===== src/rtl/axi4lite_regbus_bridge.sv =====
// AXI4-Lite slave to simple register-bus bridge.
// Independent write and read FSMs; strobes wr/rd are single-cycle.
module axi4lite_regbus_bridge #(
  parameter int C_S_AXI_ADDR_WIDTH = 6,
  parameter int C_S_AXI_DATA_WIDTH = 32,
  parameter int NUM_REGS           = 16,
  parameter int RD_LATENCY         = 1
) (
  input  logic                              S_AXI_ACLK,
  input  logic                              S_AXI_ARESETN,
  input  logic [C_S_AXI_ADDR_WIDTH-1:0]     S_AXI_AWADDR,
  input  logic                              S_AXI_AWVALID,
  output logic                              S_AXI_AWREADY,
  input  logic [C_S_AXI_DATA_WIDTH-1:0]     S_AXI_WDATA,
  input  logic [C_S_AXI_DATA_WIDTH/8-1:0]   S_AXI_WSTRB,
  input  logic                              S_AXI_WVALID,
  output logic                              S_AXI_WREADY,
  output logic [1:0]                        S_AXI_BRESP,
  output logic                              S_AXI_BVALID,
  input  logic                              S_AXI_BREADY,
  input  logic [C_S_AXI_ADDR_WIDTH-1:0]     S_AXI_ARADDR,
  input  logic                              S_AXI_ARVALID,
  output logic                              S_AXI_ARREADY,
  output logic [C_S_AXI_DATA_WIDTH-1:0]     S_AXI_RDATA,
  output logic [1:0]                        S_AXI_RRESP,
  output logic                              S_AXI_RVALID,
  input  logic                              S_AXI_RREADY,
  output logic [C_S_AXI_ADDR_WIDTH-1:0]     wrAddr,
  output logic [C_S_AXI_DATA_WIDTH-1:0]     wrData,
  output logic [C_S_AXI_DATA_WIDTH/8-1:0]   wrStrb,
  output logic                              wr,
  output logic [C_S_AXI_ADDR_WIDTH-1:0]     rdAddr,
  output logic                              rd,
  input  logic [C_S_AXI_DATA_WIDTH-1:0]     rdData
);

  localparam int AW       = C_S_AXI_ADDR_WIDTH;
  localparam int DW       = C_S_AXI_DATA_WIDTH;
  localparam int SW       = DW / 8;
  localparam int ADDR_LSB = $clog2(SW);
  localparam int CW       = $clog2(5);
  localparam logic [31:0] LIMIT = 32'(NUM_REGS) << ADDR_LSB;

  typedef enum logic [1:0] {W_COLLECT, W_STROBE, W_RESP} w_state_t;
  typedef enum logic [1:0] {R_IDLE, R_ISSUE, R_WAIT, R_RESP} r_state_t;

  function automatic logic in_range(input logic [AW-1:0] a);
    return 32'(a) < LIMIT;
  endfunction

  w_state_t r_wst, w_wst_nx;
  r_state_t r_rst, w_rst_nx;

  logic          r_rdy;
  logic          r_aw_held, r_w_held, r_w_err;
  logic [AW-1:0] r_awaddr;
  logic [DW-1:0] r_wdata;
  logic [SW-1:0] r_wstrb;
  logic          r_wr;
  logic [AW-1:0] r_wr_addr;
  logic [DW-1:0] r_wr_data;
  logic [SW-1:0] r_wr_strb;

  logic          r_r_err, r_rd;
  logic [AW-1:0] r_rd_addr;
  logic [CW-1:0] r_cnt;
  logic [DW-1:0] r_rdata;

  logic          w_aw_hs, w_w_hs, w_wgo, w_aw_in, w_ar_hs, w_ar_in;
  logic [AW-1:0] w_aw_eff;
  logic [DW-1:0] w_wd_eff;
  logic [SW-1:0] w_ws_eff;
  logic          w_lat_done;

  // Readies come only from registered state, never from AXI inputs
  assign S_AXI_AWREADY = r_rdy && (r_wst == W_COLLECT) && !r_aw_held;
  assign S_AXI_WREADY  = r_rdy && (r_wst == W_COLLECT) && !r_w_held;
  assign S_AXI_ARREADY = r_rdy && (r_rst == R_IDLE);

  assign w_aw_hs  = S_AXI_AWVALID && S_AXI_AWREADY;
  assign w_w_hs   = S_AXI_WVALID && S_AXI_WREADY;
  assign w_wgo    = (r_wst == W_COLLECT) &&
                    (r_aw_held || w_aw_hs) &&
                    (r_w_held || w_w_hs);
  assign w_aw_eff = r_aw_held ? r_awaddr : S_AXI_AWADDR;
  assign w_wd_eff = r_w_held ? r_wdata : S_AXI_WDATA;
  assign w_ws_eff = r_w_held ? r_wstrb : S_AXI_WSTRB;
  assign w_aw_in  = in_range(w_aw_eff);

  assign w_ar_hs    = S_AXI_ARVALID && S_AXI_ARREADY;
  assign w_ar_in    = in_range(S_AXI_ARADDR);
  assign w_lat_done = (r_cnt == CW'(RD_LATENCY));

  assign S_AXI_BVALID = (r_wst == W_RESP);
  assign S_AXI_BRESP  = (S_AXI_BVALID && r_w_err) ? 2'b10 : 2'b00;
  assign S_AXI_RVALID = (r_rst == R_RESP);
  assign S_AXI_RRESP  = (S_AXI_RVALID && r_r_err) ? 2'b10 : 2'b00;
  assign S_AXI_RDATA  = r_rdata;

  assign wr     = r_wr;
  assign wrAddr = r_wr_addr;
  assign wrData = r_wr_data;
  assign wrStrb = r_wr_strb;
  assign rd     = r_rd;
  assign rdAddr = r_rd_addr;

  always_comb begin
    w_wst_nx = r_wst;
    case (r_wst)
      W_COLLECT: if (w_wgo) w_wst_nx = W_STROBE;
      W_STROBE:  w_wst_nx = W_RESP;
      W_RESP:    if (S_AXI_BREADY) w_wst_nx = W_COLLECT;
      default:   w_wst_nx = W_COLLECT;
    endcase
  end

  always_comb begin
    w_rst_nx = r_rst;
    case (r_rst)
      R_IDLE:  if (w_ar_hs) w_rst_nx = R_ISSUE;
      R_ISSUE: w_rst_nx = R_WAIT;
      R_WAIT:  if (w_lat_done) w_rst_nx = R_RESP;
      R_RESP:  if (S_AXI_RREADY) w_rst_nx = R_IDLE;
      default: w_rst_nx = R_IDLE;
    endcase
  end

  always_ff @(posedge S_AXI_ACLK or negedge S_AXI_ARESETN) begin
    if (!S_AXI_ARESETN) begin
      r_wst <= W_COLLECT;
      r_rst <= R_IDLE;
      r_rdy <= 1'b0;
    end else begin
      r_wst <= w_wst_nx;
      r_rst <= w_rst_nx;
      r_rdy <= 1'b1;
    end
  end

  always_ff @(posedge S_AXI_ACLK or negedge S_AXI_ARESETN) begin
    if (!S_AXI_ARESETN) begin
      r_aw_held <= 1'b0;
      r_w_held  <= 1'b0;
      r_w_err   <= 1'b0;
      r_awaddr  <= '0;
      r_wdata   <= '0;
      r_wstrb   <= '0;
      r_wr      <= 1'b0;
      r_wr_addr <= '0;
      r_wr_data <= '0;
      r_wr_strb <= '0;
    end else begin
      r_wr      <= 1'b0;
      r_aw_held <= (r_aw_held || w_aw_hs) && !w_wgo;
      r_w_held  <= (r_w_held || w_w_hs) && !w_wgo;
      if (w_aw_hs) r_awaddr <= S_AXI_AWADDR;
      if (w_w_hs) begin
        r_wdata <= S_AXI_WDATA;
        r_wstrb <= S_AXI_WSTRB;
      end
      // Bus-side outputs only move when a strobe is actually issued
      if (w_wgo) begin
        r_w_err <= !w_aw_in;
        r_wr    <= w_aw_in;
        if (w_aw_in) begin
          r_wr_addr <= w_aw_eff;
          r_wr_data <= w_wd_eff;
          r_wr_strb <= w_ws_eff;
        end
      end
    end
  end

  always_ff @(posedge S_AXI_ACLK or negedge S_AXI_ARESETN) begin
    if (!S_AXI_ARESETN) begin
      r_r_err   <= 1'b0;
      r_rd      <= 1'b0;
      r_rd_addr <= '0;
      r_cnt     <= '0;
      r_rdata   <= '0;
    end else begin
      r_rd <= 1'b0;
      if (w_ar_hs) begin
        r_r_err <= !w_ar_in;
        r_rd    <= w_ar_in;
        if (w_ar_in) r_rd_addr <= S_AXI_ARADDR;
      end
      if (r_rst == R_ISSUE) begin
        r_cnt <= CW'(1);
      end else if (r_rst == R_WAIT) begin
        if (w_lat_done) r_rdata <= r_r_err ? '0 : rdData;
        else            r_cnt   <= r_cnt + CW'(1);
      end
    end
  end

endmodule


===== config.mk =====
export PLATFORM = sky130hd
export DESIGN_NAME = axi4lite_regbus_bridge
export DESIGN_NICKNAME = d
export VERILOG_FILES = /design/src/rtl/axi4lite_regbus_bridge.sv
export SDC_FILE = /design/constraint.sdc
export NUM_CORES = 1
export LEC_CHECK = 0
export BUFFER_PORTS_ARGS = -buffer_cell sky130_fd_sc_hd__buf_2
export CAP_MARGIN = 30
export CORE_ASPECT_RATIO = 1.25
export CORE_MARGIN = 5
export CORE_UTILIZATION = 51
export DETAILED_ROUTE_END_ITERATION = 12
export PLACE_DENSITY = 0.8
export SLEW_MARGIN = 40
export SYNTH_ARGS = -nofsm -noshare
export SYNTH_HDL_FRONTEND = slang
export SYNTH_SLANG_ARGS = --single-unit

===== constraint.sdc =====
create_clock -name S_AXI_ACLK -period 2.1 [get_ports S_AXI_ACLK]
set_input_delay 0.21 -clock S_AXI_ACLK [delete_from_list [all_inputs] [get_ports S_AXI_ACLK]]
set_output_delay 0.21 -clock S_AXI_ACLK [all_outputs]
set_load 0.02 [all_outputs]

Yosys cells after proc, flatten, opt, wreduce, memory -nomap -nowiden
Cells that the tools add are included.
{ "totals": {"register_bits": 134, "output_inout_bits": 91, "wordCells": 68, "inputBits": 87} }
{ "op_classes": {"mux": 15, "reduce_logical": 23, "n_bitwise": 1, "eq_ne": 12, "add_sub_neg": 1} }
{ "op_table": {"columns": ["operator", "count"], "rows": [
  ["32-bit two-way mux", 1],
  ["1-bit logical AND", 11],
  ["2-bit two-way mux", 5],
  ["3-bit two-way mux", 3],
  ["2-bit case mux with 4 select lines", 1],
  ["2-bit == test (second input constant)", 3],
  ["6-bit two-way mux", 1],
  ["2-bit by 1-bit != test with 1-bit output (second input constant)", 3],
  ["2-bit != test (second input constant)", 3],
  ["2-bit case mux with 3 select lines", 1],
  ["3-bit AND reduction", 2],
  ["2-bit by 1-bit == test with 1-bit output (second input constant)", 2],
  ["2-bit logical NOT", 2],
  ["4-bit two-way mux", 1],
  ["2-bit AND reduction", 2],
  ["3-bit by 1-bit adder with 3-bit output (second input constant)", 1],
  ["3-bit by 1-bit == test with 1-bit output (second input constant)", 1],
  ["1-bit logical NOT", 3],
  ["1-bit logical OR", 2],
  ["1-bit two-way mux", 2],
  ["2-bit nonzero test", 1],
  ["1-bit inverter", 1]
]} }

Logic depth before layout (Yosys ltp)
{ "logic_depth": {"word_depth": 9, "ltp_mapped": 6, "mapped_depth_nobuf": 6} }

Worst setup path after synthesis
Ideal clock, no wire load.
{ "synth_timing": {"path_kind": "reg-to-reg", "startpoint": "reg r_wst[0]", "endpoint": "reg r_awaddr[0]", "synth_period_minus_slack_ns": 1.846, "stages_incl_launch_ff": 5, "setup_time_ns": 0.125, "arrival_time_ns": 1.721, "n_path_buf": 0, "required_ns": 1.975, "path_slack_ns": 0.254, "path_cell_list": "dfrtp_1 or3b_4 nor2_1 nand2_2 mux2_2"} }
{ "synth_between": {"elab_chain_cells": 4} }
{ "synth_rtl": {"columns": ["element", "line_no", "text"], "rows": [
  ["from (decl)", "51", "w_state_t r_wst, w_wst_nx;"],
  ["from (signal assigned)", "134", "r_wst <= w_wst_nx;"],
  ["2-bit logical NOT", "76", "assign S_AXI_AWREADY = r_rdy && (r_wst == W_COLLECT) && !r_aw_held;"],
  ["1-bit logical AND (2 in a row)", "76", null],
  ["net S_AXI_AWREADY", "13", "output logic S_AXI_AWREADY,"],
  ["1-bit logical AND", "80", "assign w_aw_hs = S_AXI_AWVALID && S_AXI_AWREADY;"],
  ["to (signal assigned)", "145", "r_awaddr <= '0;"],
  ["to (signal assigned)", "156", "if (w_aw_hs) r_awaddr <= S_AXI_AWADDR;"],
  ["to (decl)", "56", "logic [AW-1:0] r_awaddr;"]
]} }
The timed path passes the listed nets, and every way through them passes these cells.
A chain may end at the register's enable or synchronous reset.

Worst setup path in the final report
{ "layout_timing": {"startpoint": "reg r_wst[0]", "endpoint": "reg r_wdata[5]"} }
{ "layout_between": {"elab_chain_cells": 4} }
{ "layout_rtl": {"columns": ["element", "line_no", "text"], "rows": [
  ["2-bit logical NOT", "77", "assign S_AXI_WREADY = r_rdy && (r_wst == W_COLLECT) && !r_w_held;"],
  ["1-bit logical AND (2 in a row)", "77", null],
  ["1-bit logical AND", "81", "assign w_w_hs = S_AXI_WVALID && S_AXI_WREADY;"],
  ["to (signal assigned)", "146", "r_wdata <= '0;"],
  ["to (signal assigned)", "158", "r_wdata <= S_AXI_WDATA;"],
  ["to (decl)", "57", "logic [DW-1:0] r_wdata;"]
]} }
No other way between the ends.

==> impl_metrics.ini <==
[clocking]
cts_tree = done
numCtsBuffers = 17
cts_root_buf = clkbuf_16
clkTransAtPathRegs_ps = 60
htreeDepth = 4
post_cts.repair.setup_buffers = 0
cts_buffer_depth = 2
worst_skew_pair.late_latency_ps = 400
cts.sinks = 134

[placed_design]
port-buffer-count = 173
place_congestion = 0.8099
dp_slack_ps = 125.2
hpwl_mm = 8.541

[synthesis]
yosys_warnings = 0
synth_common_cells = 134 x dfrtp_1, 52 x mux2_2, 47 x nor2_1
synth_cell_type_count = 34
synth_top_area_share_pct = 58.85
synthFlopType = dfrtp_1
yosysSeqAreaShare_pct = 58.85
synth_cells = 417
netlist_area_mm2 = 0.005698
synth-seq-cells = 134
synth-edff-count = 0
yosysMostFrequentCell = dfrtp_1
synth_top_area_cell = dfrtp_1
syn_avg_cell_area_um2 = 13.66
async_flop_share_pct = 100.0
synthTopCellsByArea = dfrtp_1 59%, mux2_2 10%, mux2_4 7.9%

[grt]
grt_pass1_wl_mm = 20.02
grt_start_max_net_pins = 70
grt_usage_pct = 18.42
grt-ovfl-total = 0
grt_pass1_vias = 4063
antenna_found_initial = 0

[power_and_ir_drop]
intPower_mw = 8.428
comb_power_share_pct = 40.9
p_seq_share_pct = 35.4
switching_share_pct = 35.85
p_leak_nw = 3.564
power.density_mw_per_mm2 = 1797
clkPwrFrac_pct = 23.7
switchingPower_mw = 4.711
worst_ir_drop_vdd_uv = 721.7

[cells_and_area]
fillCellCount = 839
nets = 692
antenna_cells = 0
drive_gt1_share_pct = 48.68
syn_to_final_growth_pct = 28.33

[floorplan]
die_y_um = 128.2
coreArea_mm2 = 0.01103
ios = 178
dieArea_mm2 = 0.01340
fp-row-count = 43
fp.dieW_um = 104.5
initial_core_util_pct = 51.66

[timing]
max_slew_margin_pct = 54.57
rsz0062_at_grt = false
fin_ws_ps = 116.6
period_share_pct = 94.45
min_period_ps = 1983
tightestPinTransition_ps = 681.5
clock_skew_ps = 7.598
slew_violations = 0
final-hold-violation-count = 0
final.setup.tns_ps = 0
setup_viol = 0
fmax_ghz = 0.5042

[route]
drcViolationCount = 0
drtPass1Iterations = 6
vias = 3786
drtIter0Drc = 109
wl_mm = 12.17
routed_via_density = 5.096
routedWlPerCell_um = 16.38
ant_nets = 0

[worst_hold_path]
hp-class = primary input to flip-flop

[worst_setup_path]
worstSetupStartpointType = flip-flop
required_ps = 2380
crit_path_end_kind = flip-flop
crit_fanout = 36
critical_path_class = flip-flop to flip-flop
reg2reg_slack_ps = 120
crit_arrival_ps = 2260

[outcome]
status = completed

[job]
max_cap_viol_count = 0
[path summary, 6_finish.rpt]
check / end / startpoint / cells past startpoint
max: r_wdata[5] / r_wst[0] / 4
max in group asynchronous: r_wdata[23] / S_AXI_ARESETN / 3
min in group asynchronous: S_AXI_RDATA[12] / S_AXI_ARESETN / 2
min reg2reg: rdAddr[5] / rdAddr[5] / 1
max reg2reg: r_wdata[5] / r_wst[0] / 4
min: S_AXI_RDATA[5] / rdData[5] / 2
[per-stage QoR]
step | util [%] | cell area (um2) | cells | hold WS (ps) | total power [mW]
finish | 66.30 | 7312 | 743 | 40.11 | 13.14
CTS | 66.30 | 7312 | 743 | 19.28 | 13.28
detailed placement | 60.61 | 6685 | 712 | 120.2 | 10.07
global route | 66.30 | 7312 | 743 | 24.40 | 13.94
floorplan | - | 5709 | 420 | -85.59 | 8.453
global placement | 60.61 | 6685 | 712 | 111.4 | 9.816
[what timing repair did]
item,in CTS,in global routing
endpoints found under the hold margin,33,0
gates resized for setup,0,0
hold buffers,1,0
[flip-flops by register name (all words and copies together), names as in the netlist, 2 cells and up]
name,flops
S_AXI_RDATA,32
r_wdata,32
wrData,32
r_awaddr,6
rdAddr,6
wrAddr,6
r_wstrb,4
wrStrb,4
r_cnt,3
r_rst,2
r_wst,2
[worst max-delay path: stages (launching register included)]
cell     delay [ps]
dfrtp_1         470
or3b_4          450
nor2_4          120
nand2_4         360
mux2_4          440
[logic make-up after synthesis]
group	synth area share [%]
flip-flops	58.85
multiplexers	25.74
AND/OR/NAND/NOR	4.743
AO/OA/AOI/OAI	5.666
buffers and inverters	3.118
adder cells (fa/ha/maj)	1.757
other	0.1318
[metal layers]
layer / GRT usage (%) / vias up / part of all wire (%)
li1: - / 1795 / -
met1: 21.68 / 1872 / 39
met2: 32.49 / 105 / 54
met3: 4.232 / 14 / 4.6
met4: 7.470 / 0 / 1.8
met5: 0 / - / 0
[power by group through the flow]
stage / logic (mW) / clock network, mW / registers (mW)
after detailed placement: 5.42 / 0 / 4.65
after CTS: 5.45 / 3.17 / 4.65
after floorplan: 2.94 / 0 / 5.51
final: 5.37 / 3.12 / 4.65
after global routing: 5.83 / 3.30 / 4.81
after global placement: 5.23 / 0 / 4.59
[cell type report]
type | count | area (um2) | area share [%]
clock buffers | 20 | 436.7 | 5.972
flip-flops and latches | 134 | 3354 | 45.88
inverters | 7 | 26.28 | 0.3593
well taps | 135 | 168.9 | 2.310
clock inverters | 10 | 180.2 | 2.464
repair buffers | 182 | 967.2 | 13.23
multi-input cells | 255 | 2178 | 29.79
[placed cells by master, fill, tap and decap left out, drive strengths merged, types with 2 or more instances in the layout]
cell type,n
bufinv,5
dfrtp,134
buf,181
mux2i,43
nand2b,2
clkbuf,20
nor2,48
clkinv,3
mux2,82
inv,7
conb,5
a21oi,45
clkinvlp,2
ha,8
nand2,7
a2111oi,2
Note: power is estimated with default switching activity, not from simulation.
